## src/rtl/kbd_char_writer.sv

```systemverilog
// Turns the PS/2 set-2 byte stream into single-cycle char_buffer writes.
// Tracks break/extended prefixes, shift state and the write cursor.
module kbd_char_writer #(
   parameter int COLS  = 12,
   parameter int ROWS  = 9,
   parameter int CELLS = COLS * ROWS
) (
   input  logic       clk,
   input  logic       reset,
   input  logic [7:0] rx_data,
   input  logic       read_data,
   input  logic       err,
   output logic       wr_en,
   output logic [6:0] wr_addr,
   output logic [7:0] wr_data,
   output logic [6:0] cursor,
   output logic       shift
);

   typedef enum logic [1:0] {IDLE, BRK, EXT, EXT_BRK} state_t;

   state_t     state_q, state_d;
   logic       lshift_q, lshift_d;
   logic       rshift_q, rshift_d;
   logic [6:0] cursor_q, cursor_d;
   logic       wr_en_q, wr_en_d;
   logic [6:0] wr_addr_q, wr_addr_d;
   logic [7:0] wr_data_q, wr_data_d;

   logic       accept;
   logic       shift_now;
   logic [8:0] lookup;
   logic [6:0] next_line;
   logic [6:0] cursor_inc;

   // Returns {valid, ascii}; letters are stored lowercase and folded to
   // uppercase afterwards so the table stays one line per key.
   function automatic logic [8:0] to_ascii(input logic [7:0] code, input logic sh);
      logic [7:0] ch;
      logic       hit;
      ch  = 8'h20;
      hit = 1'b1;
      case (code)
         8'h1C: ch = 8'h61;  8'h32: ch = 8'h62;  8'h21: ch = 8'h63;
         8'h23: ch = 8'h64;  8'h24: ch = 8'h65;  8'h2B: ch = 8'h66;
         8'h34: ch = 8'h67;  8'h33: ch = 8'h68;  8'h43: ch = 8'h69;
         8'h3B: ch = 8'h6A;  8'h42: ch = 8'h6B;  8'h4B: ch = 8'h6C;
         8'h3A: ch = 8'h6D;  8'h31: ch = 8'h6E;  8'h44: ch = 8'h6F;
         8'h4D: ch = 8'h70;  8'h15: ch = 8'h71;  8'h2D: ch = 8'h72;
         8'h1B: ch = 8'h73;  8'h2C: ch = 8'h74;  8'h3C: ch = 8'h75;
         8'h2A: ch = 8'h76;  8'h1D: ch = 8'h77;  8'h22: ch = 8'h78;
         8'h35: ch = 8'h79;  8'h1A: ch = 8'h7A;
         8'h45: ch = sh ? 8'h29 : 8'h30;
         8'h16: ch = sh ? 8'h21 : 8'h31;
         8'h1E: ch = sh ? 8'h40 : 8'h32;
         8'h26: ch = sh ? 8'h23 : 8'h33;
         8'h25: ch = sh ? 8'h24 : 8'h34;
         8'h2E: ch = sh ? 8'h25 : 8'h35;
         8'h36: ch = sh ? 8'h5E : 8'h36;
         8'h3D: ch = sh ? 8'h26 : 8'h37;
         8'h3E: ch = sh ? 8'h2A : 8'h38;
         8'h46: ch = sh ? 8'h28 : 8'h39;
         8'h29: ch = 8'h20;
         default: hit = 1'b0;
      endcase
      if (sh && ch >= 8'h61 && ch <= 8'h7A) ch = ch - 8'h20;
      return {hit, ch};
   endfunction

   assign accept     = read_data && !err;
   assign shift_now  = lshift_q | rshift_q;
   assign lookup     = to_ascii(rx_data, shift_now);
   assign cursor_inc = (cursor_q == 7'(CELLS - 1)) ? 7'd0 : cursor_q + 7'd1;

   // Start of the following row, found by comparing against row bases.
   always_comb begin
      next_line = 7'd0;
      for (int r = 0; r < ROWS; r++) begin
         if (int'(cursor_q) >= r * COLS) begin
            next_line = (r == ROWS - 1) ? 7'd0 : 7'((r + 1) * COLS);
         end
      end
   end

   always_comb begin
      state_d   = state_q;
      lshift_d  = lshift_q;
      rshift_d  = rshift_q;
      cursor_d  = cursor_q;
      wr_en_d   = 1'b0;
      wr_addr_d = wr_addr_q;
      wr_data_d = wr_data_q;
      if (read_data && err) begin
         state_d = IDLE;
      end else if (accept) begin
         case (state_q)
            IDLE: begin
               if (rx_data == 8'hF0) begin
                  state_d = BRK;
               end else if (rx_data == 8'hE0) begin
                  state_d = EXT;
               end else if (rx_data == 8'h12) begin
                  lshift_d = 1'b1;
               end else if (rx_data == 8'h59) begin
                  rshift_d = 1'b1;
               end else if (rx_data == 8'h66) begin
                  if (cursor_q != 7'd0) begin
                     cursor_d  = cursor_q - 7'd1;
                     wr_en_d   = 1'b1;
                     wr_addr_d = cursor_q - 7'd1;
                     wr_data_d = 8'h20;
                  end
               end else if (rx_data == 8'h5A) begin
                  cursor_d = next_line;
               end else if (lookup[8]) begin
                  wr_en_d   = 1'b1;
                  wr_addr_d = cursor_q;
                  wr_data_d = lookup[7:0];
                  cursor_d  = cursor_inc;
               end
            end
            BRK: begin
               if (rx_data == 8'h12) lshift_d = 1'b0;
               if (rx_data == 8'h59) rshift_d = 1'b0;
               state_d = IDLE;
            end
            EXT:     state_d = (rx_data == 8'hF0) ? EXT_BRK : IDLE;
            default: state_d = IDLE;
         endcase
      end
   end

   always_ff @(posedge clk) begin
      if (reset) begin
         state_q   <= IDLE;
         lshift_q  <= 1'b0;
         rshift_q  <= 1'b0;
         cursor_q  <= 7'd0;
         wr_en_q   <= 1'b0;
         wr_addr_q <= 7'd0;
         wr_data_q <= 8'h20;
      end else begin
         state_q   <= state_d;
         lshift_q  <= lshift_d;
         rshift_q  <= rshift_d;
         cursor_q  <= cursor_d;
         wr_en_q   <= wr_en_d;
         wr_addr_q <= wr_addr_d;
         wr_data_q <= wr_data_d;
      end
   end

   assign wr_en   = wr_en_q;
   assign wr_addr = wr_addr_q;
   assign wr_data = wr_data_q;
   assign cursor  = cursor_q;
   assign shift   = shift_now;

endmodule

```

## config.mk

```make
export PLATFORM = sky130hd
export DESIGN_NAME = kbd_char_writer
export DESIGN_NICKNAME = d
export VERILOG_FILES = /design/src/rtl/kbd_char_writer.sv
export SDC_FILE = /design/constraint.sdc
export NUM_CORES = 1
export LEC_CHECK = 0
export ABC_CLOCK_PERIOD_IN_PS = 2500
export CORE_MARGIN = 2
export CORE_UTILIZATION = 40
export CTS_BUF_LIST = sky130_fd_sc_hd__clkbuf_8
export DETAILED_ROUTE_END_ITERATION = 12
export DONT_BUFFER_PORTS = 1
export PLACE_DENSITY = 0.66
export SYNTH_ARGS = -nofsm -noshare
export SYNTH_HDL_FRONTEND = slang
export SYNTH_SLANG_ARGS = --single-unit
```

## constraint.sdc

```tcl
create_clock -name clk -period 2.5 [get_ports clk]
set_input_delay 0.5 -clock clk [delete_from_list [all_inputs] [get_ports clk]]
set_output_delay 0.5 -clock clk [all_outputs]
set_load 0.02 [all_outputs]
```

[After elaboration in Yosys (flattened, before gate mapping)]
Index checks and enable logic that the tools add are counted.
Storage, ports and cells
  flip-flop bits (word level): 27
  input bits: 12
  output and inout port bits: 24
  word-level logic and storage cells: 154
Operators by class
  add/subtract/negate cells: 3
  order comparisons: 10
  equality and inequality tests: 56
  muxes and demuxes: 52
  bitwise logic cells: 8
  reduce and logical (&&, ||, !) cells: 18
Operator list (count)
  case mux 7 bit (36 select lines): 1
  equality test 8 x 6 -> 1 bit (second input constant): 23
  two-way mux 7 bit: 17
  equality test 8 x 7 -> 1 bit (second input constant): 10
  equality test 8 x 5 -> 1 bit (second input constant): 8
  two-way mux 5 bit: 9
  two-way mux 8 bit: 5
  OR reduction 37 bit: 1
  >= comparator 7 x 6 -> 1 bit (second input constant): 3
  >= comparator 7 bit (second input constant): 3
  equality test 8 bit (second input constant): 2
  inequality test 2 bit (second input constant): 8
  two-way mux 1 bit: 14
  AND reduction 10 bit: 1
  AND reduction 9 bit: 1
  >= comparator 8 x 7 -> 1 bit (second input constant): 1
  less-or-equal comparator 8 x 7 -> 1 bit (second input constant): 1
  AND reduction 8 bit: 1
  OR reduction 8 bit: 1
  subtractor 8 x 6 -> 8 bit (second input constant): 1
  adder 7 x 1 -> 7 bit (second input constant): 1
  equality test 7 bit (second input constant): 1
  >= comparator 7 x 4 -> 1 bit (second input constant): 1
  >= comparator 7 x 5 -> 1 bit (second input constant): 1
  other kinds (19): 32

[Logic depth before layout (Yosys ltp)]
Gate-level depths: netlist of the first run.
  word-level depth: 11
  depth in mapped cells: 12

[Worst setup path after synthesis of the first run]
Ideal clock, no wire load.
  path kind: input-to-reg
  start point: input port rx_data[4]
  end point: register cursor_q[2], in the netlist cursor[2]
  library setup time: 0.121 ns
  arrival time: 2.565 ns
  setup slack: -0.187 ns
  stages: 8
  path through: buf_6 nor4bb_4 a22oi_2 o221ai_2 or4_4 or3_4 o21ai_4 mux2_4
On the way
  cells in the longest elaborated chain, start to end: 5
  elaborated cells between the ends (all ways): 54
  those cells by class: eq/ne: 44; mux: 3; bitwise: 4; reduce/logical: 3
Ends and longest elaborated chain
  start: declaration: RTL line 10  | input logic [7:0] rx_data,
  equality test 8 x 6 -> 1 bit (tied with other cells): RTL line 43  | case (code)
  OR reduction 37 bit (no source line)
  two-way mux 1 bit: RTL line 43
  nonzero test 3 bit (no source line)
  AND reduction 9 bit (no source line)
  end signal: assignment: RTL line 146  | cursor_q <= cursor_d;
  end: declaration: RTL line 25  | logic [6:0] cursor_q, cursor_d;
Several ways; a longest one is shown, not always the timed one.
A chain may end at the register's enable or synchronous reset.

[Worst setup path after layout of the first run]
  start point: input port rx_data[4]
  end point: register cursor_q[5], in the netlist cursor[5]
The elaborated chain is that of the path after synthesis.

==> qor.yml, run 1 <==
run_status:
  status: "finished clean"
final_layout:
  fin_area_sq_um: 3110
  syn_to_final_growth_pct: 14.2
  antenna_cells: 0
  final_core_util_pct: 46.5
  num-nets-final: 420
  drive_above_1_share_pct: 17.9
  n_fill_cell: 681
placed_design:
  gp_congestion: 0.952
  dpl_cell_area_sq_um: 3060
  hpwl_um: 5820
  dp_slack_ns: -0.0670
  numPortBuffers: 0
min_path:
  hp-start: "reset"
  whs_endpoint: "state_q[0]"
  whs_path_depth: 1
  hold_path_class: "input pin to flop"
logic_synthesis:
  synth_top_cell_area_share_pct: 19.9
  synth_area_sq_um: 2720
  syn_nets: 399
  yosysSeqAreaShare_pct: 19.9
  synthArstFlopShare_pct: 0
  synthCells: 383
  yosysMostFrequentCell: "nor2_1"
  yosysWarnings: 0
  synth_edf_count: 0
  syn_area_per_cell_sq_um: 7.11
  ys.flop_type: "dfxtp_1"
  synthTopCellsByArea: "dfxtp_1 (20%), a21oi_1 (5.5%), nor2_1 (5.5%)"
  synth-seq-cells: 27
  synth.distinct_cells: 67
  netlist_top_cells_count: "nor2_1 (40), nand2_1 (32), a21oi_1 (30)"
  synth.largest_area_cell: "dfxtp_1"
global_route:
  grt_max_degree: 35
  grt_overflow: 0
  global_route.usage.total_pct: 20.1
  grt_pass1_vias: 2530
  grt_pass1_wl_um: 12500
  antenna_found_initial: 0
detailed_routing:
  vias: 2937
  avgRoutedWirePerCell_um: 15.8
  routed_wirelength_um: 7650
  antenna_left: 0
  route.detailed.drc: 0
  first_pass_iters: 5
  vias_per_cell: 6.08
  drt_iter0_markers: 236
cts:
  post_cts_resized: 0
  cts_tree: "done"
  clkLatencyLatePin_ns: 0.27
  post_cts.repair.setup_buffers: 0
  cts_buffer_depth: 2
  postCtsHoldBufs: 0
  numCtsBuffers: 3
  clock_sinks: 27
  htreeDepth: 1
  cts.reportedPaths.clkPinSlew_ns: 0.09
  cts-root-buf: "clkbuf_8"
critical_path:
  worstReg2RegEnd: "cursor[5]"
  rrSetupSlack_ns: 0.33
  cp_max_fo: 20
  crit_type: "input pin to flop"
  end_kind: "flop"
  critPathLaunchType: "input pin"
  cp.required_ns: 2.67
  ff2ff_path_depth: 7
  cp_data_arrival_time_ns: 2.45
  r2r-start: "cursor[0]"
pwr:
  ir_drop_mv: 0.167
  pwr_density_cell_nw_per_um2: 283
  p_leak_uw: 0.00108
timing:
  final.setup_skew_ns: 0.00256
  period_needed_ns: 2.28
  finalSetupTns_ns: 0
  worst_slew_pin_slew_ns: 0.634
  slew_viol_final: 0
  fmax_mhz: 438
  maxSlewHeadroom_pct: 57.4
  post-route-period-util_pct: 91.4
  hold_viol: 0
  setup_violations: 0
  rsz0062_at_grt: "false"
  hold-worst-slack_ns: 0.289
  layout_setup_ws_ns: 0.216
floorplan:
  die_y_um: 86.5
  die_w_um: 86.5
  coreArea_sq_um: 6680
  start_util_pct: 40.7
  io_pins: 36
  row_count: 30
  dieArea_sq_um: 7480
run:
  cap_viol_max_count: 0
==> metal layers <==
metal | up-vias | share of wire (%) | wire length (um) | global-route usage (%)
met4 | 0 | 1.2 | 91 | 4.12
met2 | 130 | 44 | 3370 | 29.5
li1 | 1456 | - | - | -
met5 | - | 0 | 0 | 0
met3 | 11 | 7.4 | 565 | 3.62
met1 | 1340 | 47 | 3620 | 30.6
==> layout make-up <==
type / instances / area (sq um) / share of cell area, %
clock buffers: 3 / 41.3 / 1.33
clock inverters: 1 / 7.51 / 0.242
inverters: 10 / 37.5 / 1.21
multi-input cells: 312 / 1990 / 64.1
flip-flops and latches: 27 / 541 / 17.4
well taps: 80 / 100 / 3.22
repair buffers: 50 / 388 / 12.5
==> cells by family (layout without fill, tap and decap cells) <==
group / Yosys count / count (layout) / synth area share [%]
AND/OR/NAND/NOR: 179 / 179 / 36.7
AO/OA/AOI/OAI: 110 / 110 / 27.3
buffers and inverters: 44 / 64 / 7.17
flip-flops: 27 / 27 / 19.9
multiplexers: 10 / 10 / 4.27
XOR/XNOR: 9 / 9 / 2.90
adder cells (fa/ha/maj): 4 / 4 / 1.84
==> power breakdown <==
group | leakage, uW | switching [uW] | total [uW] | internal (uW)
Clock | 0.0000217 | 138 | 251 | 113
Sequential | 0.000218 | 12.5 | 450 | 437
Combinational | 0.000843 | 88.9 | 178 | 89.4
==> worst max-delay path by stage <==
stage	from	endpoint	slack, ns	depth (start not counted)
2_1_floorplan	rx_data[4]	cursor[2]	-0.14	8
3_3_place_gp	rx_data[0]	cursor[1]	-0.07	8
3_5_place_dp	rx_data[4]	cursor[5]	-0.07	8
4_1_cts	rx_data[4]	cursor[2]	0.23	8
5_1_grt	rx_data[4]	wr_data[7]	0.05	11
6_report	rx_data[4]	cursor[5]	0.22	8
==> flip-flops by register name, indices dropped and copies added (netlist names) <==
signal    cells
lshift_q      1
state_q       2
cursor        7
wr_en         1
rshift_q      1
wr_addr       7
wr_data       8
==> stage by stage <==
| stage | cells | power, uW |
|---|---|---|
| 6_report | 483 | 879 |
| 5_1_grt | 483 | 923 |
| 4_1_cts | 483 | 885 |
| 3_5_place_dp | 479 | 636 |
| 3_3_place_gp | 479 | 635 |
| 2_1_floorplan | 383 | 610 |
==> critical path: stages <==
cell,delay [ns]
nor4b_1,0.12
buf_4,0.14
a32o_1,0.20
a31oi_1,0.18
nand4_1,0.24
or3_4,0.47
o21ai_4,0.26
mux2_4,0.32
==> cells in the final DEF (no fill, tap or decap), drive strengths merged, types with 13 or more instances in the layout <==
cell type / n
dfxtp: 27
a21oi: 30
nand3: 17
buf: 50
nor2b: 15
nor2: 40
o21ai: 24
nand2b: 17
nor3: 15
nand2: 32
a211oi: 13
Power figures use the tool's default switching activity.
==> run 2, diff against run 1 <==
--- a/config.mk
+++ b/config.mk
@@ -6,12 +6,15 @@
 export NUM_CORES = 1
 export LEC_CHECK = 0
 export ABC_CLOCK_PERIOD_IN_PS = 2500
+export CELL_PAD_IN_SITES_DETAIL_PLACEMENT = 0
+export CELL_PAD_IN_SITES_GLOBAL_PLACEMENT = 1
 export CORE_MARGIN = 2
 export CORE_UTILIZATION = 40
 export CTS_BUF_LIST = sky130_fd_sc_hd__clkbuf_8
 export DETAILED_ROUTE_END_ITERATION = 12
 export DONT_BUFFER_PORTS = 1
-export PLACE_DENSITY = 0.66
+export PLACE_DENSITY_LB_ADDON = 0.12
+export REMOVE_ABC_BUFFERS = 1
 export SYNTH_ARGS = -nofsm -noshare
 export SYNTH_HDL_FRONTEND = slang
 export SYNTH_SLANG_ARGS = --single-unit
==> qor.yml, run 2 (synthesis results as in run 1) <==
detailed_routing:
  antenna_left: 0  # unchanged
  drt_iter0_markers: 111  # -53%
  avgRoutedWirePerCell_um: 17.1  # +8.2%
  route.detailed.drc: 0  # unchanged
  vias_per_cell: 6.06  # -0.27%
  first_pass_iters: 5  # unchanged
  routed_wirelength_um: 8240  # +7.8%
  vias: 2917  # -0.68%
final_layout:
  fin_area_sq_um: 3090  # -0.52%
  largest_reg_flops: 8  # unchanged
  syn_to_final_growth_pct: 13.6
  drive_above_1_share_pct: 17.5  # -0.41 points
  n_fill_cell: 721  # +5.9%
  antenna_cells: 0  # unchanged
  num-nets-final: 418  # -0.48%
  final_common_cell: "buf_4"
  layout_common_cells: "buf_4 (47), nor2_1 (40), nand2_1 (32)"
placed_design:
  hpwl_um: 6230  # +7.0%
  dpl_cell_area_sq_um: 3040  # -0.70%
  dp_slack_ns: -0.0616  # +0.00533 ns
  numPortBuffers: 0  # unchanged
  gp_congestion: 0.920  # -3.4%
timing:
  setup_violations: 0  # unchanged
  rsz0062_at_grt: "false"
  final.setup_skew_ns: 0.00309  # +0.000531 ns
  slew_viol_final: 0  # unchanged
  layout_setup_ws_ns: 0.221  # +0.00537 ns
  hold_viol: 0  # unchanged
  worst_slew_pin_slew_ns: 0.638  # +0.00400 ns
  hold-worst-slack_ns: 0.272  # -0.0170 ns
  post-route-period-util_pct: 91.2  # -0.21 points
  finalSetupTns_ns: 0  # unchanged
  fmax_mhz: 439  # +0.24%
  period_needed_ns: 2.28  # -0.00537 ns
  maxSlewHeadroom_pct: 56.4  # -1.0 points
cts:
  numCtsBuffers: 3  # unchanged
  clock_sinks: 27  # unchanged
  cts_tree: "done"
  cts-root-buf: "clkbuf_8"
  cts.reportedPaths.clkPinSlew_ns: 0.10  # about the same
  clkLatencyLatePin_ns: 0.28  # about the same
  cts_buffer_depth: 2  # unchanged
  htreeDepth: 1  # unchanged
floorplan:
  io_pins: 36  # unchanged
  row_count: 30  # unchanged
  start_util_pct: 40.7  # unchanged
  dieArea_sq_um: 7480  # unchanged
  coreArea_sq_um: 6680  # unchanged
  die_w_um: 86.5  # unchanged
  die_y_um: 86.5  # unchanged
critical_path:
  crit_type: "input pin to flop"
  critPathLaunchType: "input pin"
  cp_data_arrival_time_ns: 2.45  # about the same
  end_kind: "flop"
  cp.required_ns: 2.68  # about the same
  cp_max_fo: 20  # unchanged
global_route:
  grt_max_degree: 35  # unchanged
  grt_overflow: 0  # unchanged
  grt_pass1_wl_um: 13200  # +6.1%
  global_route.usage.total_pct: 21.9  # +1.7 points
  grt_pass1_vias: 2590  # +2.4%
  antenna_found_initial: 0  # unchanged
pwr:
  pwr_density_cell_nw_per_um2: 287  # +1.5%
  ir_drop_mv: 0.164  # -1.9%
  p_leak_uw: 0.00107  # -0.84%
run:
  cap_viol_max_count: 0  # unchanged
min_path:
  hold_path_class: "input pin to flop"
run_status:
  status: "finished clean"
==> run 2: cell count changes in the layout (fill, tap and decap cells not counted), sizes merged <==
cell  previous run  this run
buf             50        48
==> run 2: routing by layer <==
| layer | vias to the layer above | GRT usage (%) | routed length [um] |
|---|---|---|---|
| met5 | - | 0 | 0 |
| met2 | 82 | 35.0 | 3820 |
| met4 | 0 | 6.25 | 127 |
| met1 | 1373 | 30.8 | 3900 |
| li1 | 1451 | - | - |
| met3 | 11 | 2.86 | 393 |
==> run 2: cell type report <==
cell class / count / area (sq um) / share of cell area [%]
sequential: 27 / 541 / 17.5
multi-input combinational: 312 / 1990 / 64.4
tap: 80 / 100 / 3.24
clock buffer: 3 / 41.3 / 1.34
inverter: 10 / 37.5 / 1.21
clock inverter: 1 / 7.51 / 0.243
timing repair buffer: 48 / 373 / 12.1
==> run 2: worst max-delay path: stages <==
cell     delay, ns
nor4b_1       0.13
buf_4         0.14
nand3_1       0.08
a21oi_1       0.09
or4_4         0.56
or3_4         0.36
o21ai_4       0.26
mux2_4        0.32
==> run 2: report_power, final <==
| group | total, uW | internal (uW) | switching [uW] |
|---|---|---|---|
| clock | 261 | 113 | 147 |
| combinational | 177 | 88.8 | 87.9 |
| sequential | 451 | 437 | 13.1 |
==> run 2: path summary, 6_finish.rpt <==
| path | startpoint | endpoint | slack (ns) | cells past startpoint |
|---|---|---|---|---|
| worst max-delay path | rx_data[4] | cursor[5] | 0.22 | 8 |
| worst min-delay path | reset | state_q[0] | 0.27 | 1 |
| worst max register to register | rshift_q | wr_data[1] | 0.32 | 8 |
| worst min register to register | state_q[1] | state_q[1] | 0.47 | 2 |
==> run 2: what timing repair did <==
action,in CTS,in global routing
endpoints found under the setup margin,0,1
gates resized for setup,0,1
hold buffers,0,0
setup buffers,0,0
==> run 2: metrics by stage <==
step | util (%) | std cells | power [uW]
after floorplan | - | 349 | 572
after global placement | 45.5 | 477 | 638
after detailed placement | 45.5 | 477 | 637
after CTS | 46.2 | 481 | 903
after global routing | 46.3 | 481 | 936
final | 46.3 | 481 | 888
